### src/rtl/boot_sequencer.sv
// rtl/boot_sequencer.sv - loads program/data images, holds core in reset, then times its run
module boot_sequencer #(
    parameter int IW      = 9,
    parameter int IA      = 10,
    parameter int DW      = 8,
    parameter int DA      = 8,
    parameter int CW      = 16,
    parameter int RST_CYC = 4,
    parameter int MAX_CYC = 5000
) (
    input  logic                           CLK,
    input  logic                           reset_ctrl,
    input  logic                           start,
    input  logic                           in_valid,
    output logic                           in_ready,
    input  logic                           in_sel,
    input  logic [((IW > DW) ? IW : DW)-1:0] in_data,
    input  logic                           in_last,
    output logic                           imem_we,
    output logic [IA-1:0]                  imem_addr,
    output logic [IW-1:0]                  imem_wdata,
    output logic                           dmem_we,
    output logic [DA-1:0]                  dmem_addr,
    output logic [DW-1:0]                  dmem_wdata,
    output logic                           cpu_reset,
    input  logic                           cpu_done,
    output logic                           busy,
    output logic                           done,
    output logic                           timeout,
    output logic                           ovf,
    output logic [CW-1:0]                  cycle_count
);

    localparam int HW = $clog2(RST_CYC + 1);

    typedef enum logic [2:0] {
        S_IDLE,
        S_LOAD,
        S_HOLD,
        S_RUN,
        S_FINISH
    } state_t;

    state_t          state;
    state_t          state_nxt;
    logic [IA-1:0]   iaddr;
    logic [DA-1:0]   daddr;
    logic [HW-1:0]   hold_cnt;
    logic [CW-1:0]   cnt_inc;
    logic            budget_hit;
    logic            xfer;
    logic            sess_clr;
    logic            timeout_set;

    // in_ready is a register mirroring "next state is LOAD", so it is safe to gate the handshake
    assign xfer       = in_valid & in_ready;
    assign cnt_inc    = (cycle_count == '1) ? cycle_count : cycle_count + CW'(1);
    assign budget_hit = (cnt_inc == CW'(MAX_CYC));

    always_ff @(posedge CLK or posedge reset_ctrl) begin
        if (reset_ctrl) begin
            state <= S_IDLE;
        end else begin
            state <= state_nxt;
        end
    end

    always_comb begin
        state_nxt   = state;
        sess_clr    = 1'b0;
        timeout_set = 1'b0;
        case (state)
            S_IDLE: begin
                if (start) begin
                    state_nxt = S_LOAD;
                    sess_clr  = 1'b1;
                end
            end
            S_LOAD: begin
                if (xfer && in_last) begin
                    state_nxt = S_HOLD;
                end
            end
            S_HOLD: begin
                if (hold_cnt == HW'(RST_CYC - 1)) begin
                    state_nxt = S_RUN;
                end
            end
            S_RUN: begin
                // a done coinciding with budget exhaustion counts as a normal finish
                if (cpu_done) begin
                    state_nxt = S_FINISH;
                end else if (budget_hit) begin
                    state_nxt   = S_FINISH;
                    timeout_set = 1'b1;
                end
            end
            S_FINISH: begin
                if (start) begin
                    state_nxt = S_LOAD;
                    sess_clr  = 1'b1;
                end
            end
            default: state_nxt = S_IDLE;
        endcase
    end

    always_ff @(posedge CLK or posedge reset_ctrl) begin
        if (reset_ctrl) begin
            in_ready    <= 1'b0;
            busy        <= 1'b0;
            done        <= 1'b0;
            cpu_reset   <= 1'b1;
            imem_we     <= 1'b0;
            imem_addr   <= '0;
            imem_wdata  <= '0;
            dmem_we     <= 1'b0;
            dmem_addr   <= '0;
            dmem_wdata  <= '0;
            iaddr       <= '0;
            daddr       <= '0;
            ovf         <= 1'b0;
            timeout     <= 1'b0;
            cycle_count <= '0;
            hold_cnt    <= '0;
        end else begin
            in_ready  <= (state_nxt == S_LOAD);
            busy      <= (state_nxt == S_LOAD) || (state_nxt == S_HOLD) || (state_nxt == S_RUN);
            done      <= (state_nxt == S_FINISH);
            cpu_reset <= (state_nxt != S_RUN);
            imem_we   <= xfer & ~in_sel;
            dmem_we   <= xfer & in_sel;

            if (xfer && !in_sel) begin
                imem_addr  <= iaddr;
                imem_wdata <= in_data[IW-1:0];
                iaddr      <= iaddr + IA'(1);
                if (iaddr == '1) begin
                    ovf <= 1'b1;
                end
            end
            if (xfer && in_sel) begin
                dmem_addr  <= daddr;
                dmem_wdata <= in_data[DW-1:0];
                daddr      <= daddr + DA'(1);
                if (daddr == '1) begin
                    ovf <= 1'b1;
                end
            end

            hold_cnt <= (state == S_HOLD) ? hold_cnt + HW'(1) : '0;

            if (state == S_RUN) begin
                cycle_count <= cnt_inc;
            end
            if (timeout_set) begin
                timeout <= 1'b1;
            end

            if (sess_clr) begin
                iaddr       <= '0;
                daddr       <= '0;
                ovf         <= 1'b0;
                timeout     <= 1'b0;
                cycle_count <= '0;
            end
        end
    end

endmodule

### config.mk
export PLATFORM = sky130hd
export DESIGN_NAME = boot_sequencer
export DESIGN_NICKNAME = d
export VERILOG_FILES = /design/src/rtl/boot_sequencer.sv
export SDC_FILE = /design/constraint.sdc
export NUM_CORES = 1
export LEC_CHECK = 0
export CORE_ASPECT_RATIO = 0.8
export CORE_MARGIN = 5
export CORE_UTILIZATION = 50
export CTS_BUF_LIST = sky130_fd_sc_hd__clkbuf_8
export CTS_CLUSTER_DIAMETER = 150
export DETAILED_ROUTE_END_ITERATION = 6
export PLACE_DENSITY_LB_ADDON = 0.08
export RECOVER_POWER = 50
export SETUP_SLACK_MARGIN = 0.05
export SLEW_MARGIN = 10
export SYNTH_ARGS = -nofsm -noshare
export SYNTH_HDL_FRONTEND = slang
export SYNTH_SLANG_ARGS = --single-unit
### constraint.sdc
create_clock -name CLK -period 3.47 [get_ports CLK]
set_input_delay 0.694 -clock CLK [delete_from_list [all_inputs] [get_ports CLK]]
set_output_delay 0.694 -clock CLK [all_outputs]
set_load 0.05 [all_outputs]
==> impl_metrics.csv <==
group,metric,value,unit
status,outcome,"finished, violations left",
status,violations,"capacitance limit, slew limit",
yosys,postSynthCellCount,426,
global_route,grt_antenna_before_repair,0,
sta,tightestPinTransition,1.99,ns
sta,min_period,2.82,ns
critical_path,reg2reg_depth,7,
sta,setup_viol_count_final,0,
pwr,power_density,685,mW/mm^2
yosys,synth-edff-count,0,
cells_and_area,area_growth_syn_to_layout,27.6,%
sta,rsz0062_at_grt,"no",
global_route,grt_max_degree,46,
clock_tree,cts_buffers,9,
route,drc,0,
clock_tree,clk_pin_slew_worst_paths,0.09,ns
critical_path,cp.required,3.75,ns
min_path,hold_path_end,"hold_cnt[0]",
sta,setup_slack,0.654,ns
floorplanning,die_area,0.00964,sq mm
pwr,p_switching,1.41,mW
min_path,min_from,"hold_cnt[0]",
critical_path,cp-end-kind,"flop",
cells_and_area,drive_gt1_share,6.36,%
yosys,synthesis.nets,447,
yosys,yosys.area_share.simple,27.7,%
clock_tree,cts_root_buffer,"clkbuf_8",
place,dpl-instance-area,0.00473,sq mm
pwr,power.share.combinational,38.5,%
floorplanning,start_util,51.8,%
clock_tree,cts_setup_buffers,0,
floorplanning,die_w,109,microns
critical_path,r2r-end,"timeout",
floorplanning,num_rows,28,
clock_tree,cts_tree,"yes",
cells_and_area,final_cells,608,
min_path,whs_path_depth,1,
clock_tree,cts_hold_buf,0,
clock_tree,cts-resized-gates,0,
yosys,syn_area,0.00388,sq mm
yosys,synth_compound_area_share,8.83,%
floorplanning,pin_count,75,
cells_and_area,mostFrequentLayoutCell,"nand2_1",
min_path,hp-class,"reg2reg",
cells_and_area,post-route-util,66.1,%
yosys,synth_mux_area_share,0.516,%
place,routabilityCongestion,0.927,
yosys,ys.flop_type,"dfrtp_1",
yosys,synth_adder_area_share,1.61,%
clock_tree,cts.sinks,83,
sta,slew_headroom,-33.1,%
critical_path,worstSetupPathType,"reg2reg",
cells_and_area,antennaDiodeCount,0,
critical_path,arrival,3.09,ns
yosys,synthArstFlopShare,100,%
yosys,yosys_warnings,0,
cells_and_area,most-common-layout-cells,"nand2_1, dfrtp_1, clkdlybuf4s50_1, nor2_1, o21ai_0",
cells_and_area,final_nets,519,
sta,finalHoldViolations,0,
pwr,p_int,1.99,mW
place,place_ws,0.702,ns
sta,clock_skew,0.00798,ns
cells_and_area,fin_area,0.00495,sq mm
pwr,clkPwrFrac,23.2,%
global_route,grt_pass1_wl,15000,microns
yosys,synthXorXnorAreaFrac,4.96,%
route,drt_wl_total,8860,microns
route,drtAntennaViolNets,0,
clock_tree,clk-insertion-delay-late,0.35,ns
route,viasPerCell,5.27,
route,drt_iter0_drc,172,
route,num_vias,3203,
pwr,peakVddDrop,0.558,mV
yosys,syn_avg_cell_area,9.11,sq um
critical_path,r2r_setup_slack,0.65,ns
global_route,grtUsageTotal,19.7,%
run,cap_violations,1,
sta,fin_tns_setup,0,ns
place,place_inst,592,
place,dp_hpwl,6290,microns
route,firstDrtPassIters,4,
pwr,power.share.switching,41.5,%
critical_path,start_kind,"flop",
yosys,seq_area_frac_synth,53.5,%
critical_path,cp_max_fo,12,
sta,hold_ws,0.437,ns
clock_tree,h-tree-depth,3,
clock_tree,cts_buffer_depth,2,
place,io_buffers,74,
floorplanning,core_area,0.00750,sq mm
pwr,pwr-share-seq,38.3,%
sta,fin_crit_sh,81.1,%
pwr,cellLeakagePower,2.27,nW
floorplanning,die_h,88.8,microns
route,wire_per_inst,14.6,microns
yosys,synth.distinct_cells,53,
sta,fmax,0.355,GHz
critical_path,r2r_start,"cycle_count[5]",
sta,drv_slew,45,
global_route,gr-total-overflow,0,
global_route,grt_pass1_vias,3043,
yosys,synth_top_family_by_area,"simple AND/OR/NAND/NOR gates",
pwr,total_power,3.39,mW
yosys,ys_seq_elements,83,
[state kept, by name (all words and copies together) (netlist names)]
register,flops
iaddr,10
cycle_count,16
hold_cnt,3
in_ready,1
dmem_wdata,8
imem_wdata,9
cpu_reset,1
state,3
daddr,8
imem_we,1
done,1
timeout,1
dmem_addr,8
imem_addr,10
ovf,1
busy,1
dmem_we,1
[synth_stat cells, drive strengths merged (2+ instances only)]
| cell type | number | area (sq um) |
|---|---|---|
| a211o | 2 | 17.5 |
| a21o | 2 | 15.0 |
| a21oi | 15 | 75.1 |
| a31oi | 6 | 37.5 |
| and2 | 2 | 12.5 |
| and3 | 5 | 31.3 |
| and4 | 3 | 26.3 |
| buf | 8 | 42.5 |
| clkbuf | 11 | 41.3 |
| dfrtp | 82 | 2050 |
| ha | 5 | 62.6 |
| inv | 6 | 22.5 |
| mux2i | 2 | 20.0 |
| nand2 | 128 | 480 |
| nand2b | 2 | 20.0 |
| nand3 | 13 | 70.1 |
| nand3b | 2 | 15.0 |
| nand4 | 11 | 81.3 |
| nor2 | 36 | 135 |
| nor2b | 2 | 12.5 |
| nor3 | 10 | 55.1 |
| nor4 | 6 | 43.8 |
| o21ai | 19 | 95.1 |
| o31ai | 3 | 27.5 |
| o41ai | 2 | 17.5 |
| or2 | 3 | 18.8 |
| or3 | 3 | 18.8 |
| or4 | 2 | 15.0 |
| xnor2 | 8 | 70.1 |
| xor2 | 14 | 123 |
[worst max-delay path by stage]
| stage | startpoint | endpoint | cells after the start |
|---|---|---|---|
| 4_1_cts | cycle_count[5] | timeout | 7 |
| 2_1_floorplan | reset_ctrl | busy | 1 |
| 3_3_place_gp | in_valid | iaddr[4] | 8 |
| 6_report | cycle_count[5] | timeout | 7 |
| 5_1_grt | in_valid | daddr[6] | 8 |
| 3_5_place_dp | in_valid | iaddr[4] | 8 |
[routing by layer]
layer | GRT usage (%) | vias up | share of wire [%]
met5 | 0 | - | 0
met4 | 5.50 | 0 | 0.65
met3 | 5.18 | 5 | 6.8
met2 | 28.9 | 86 | 44
met1 | 29.1 | 1529 | 48
li1 | - | 1583 | -
[logic make-up (layout without fill, tap and decap cells)]
family / after synthesis / in the layout
muxes: 2 / 2
DFF: 83 / 83
AOI/OAI and AO/OA: 56 / 56
adders and majority gates: 5 / 5
and+or+nand+nor: 232 / 232
buffers and inverters: 26 / 103
xor gates and xnor gates: 22 / 22
[worst max-delay path: stages (launching register included)]
cell     delay [ns]
dfrtp_1        0.51
nand3_1        0.39
or2_1          0.41
nor4_2         0.36
xor2_1         0.12
a211o_1        0.35
or4_1          0.49
o21ai_1        0.12
[layout make-up]
| class | count | area, sq um |
|---|---|---|
| tap | 105 | 131 |
| clock buffer | 9 | 124 |
| timing repair buffer | 80 | 787 |
| fill | 645 | 2540 |
| sequential | 83 | 2080 |
| inverter | 7 | 27.5 |
| clock inverter | 7 | 105 |
| multi-input combinational | 317 | 1700 |
[power groups by stage]
stage	logic, mW	registers (mW)	clock network, mW
detailed placement	1.32	1.32	0
floorplan	0.349	1.83	0
global route	1.40	1.33	0.857
global placement	1.31	1.31	0
CTS	1.32	1.30	0.814
finish	1.31	1.30	0.789
No activity file was read; power rests on OpenSTA's default activity.
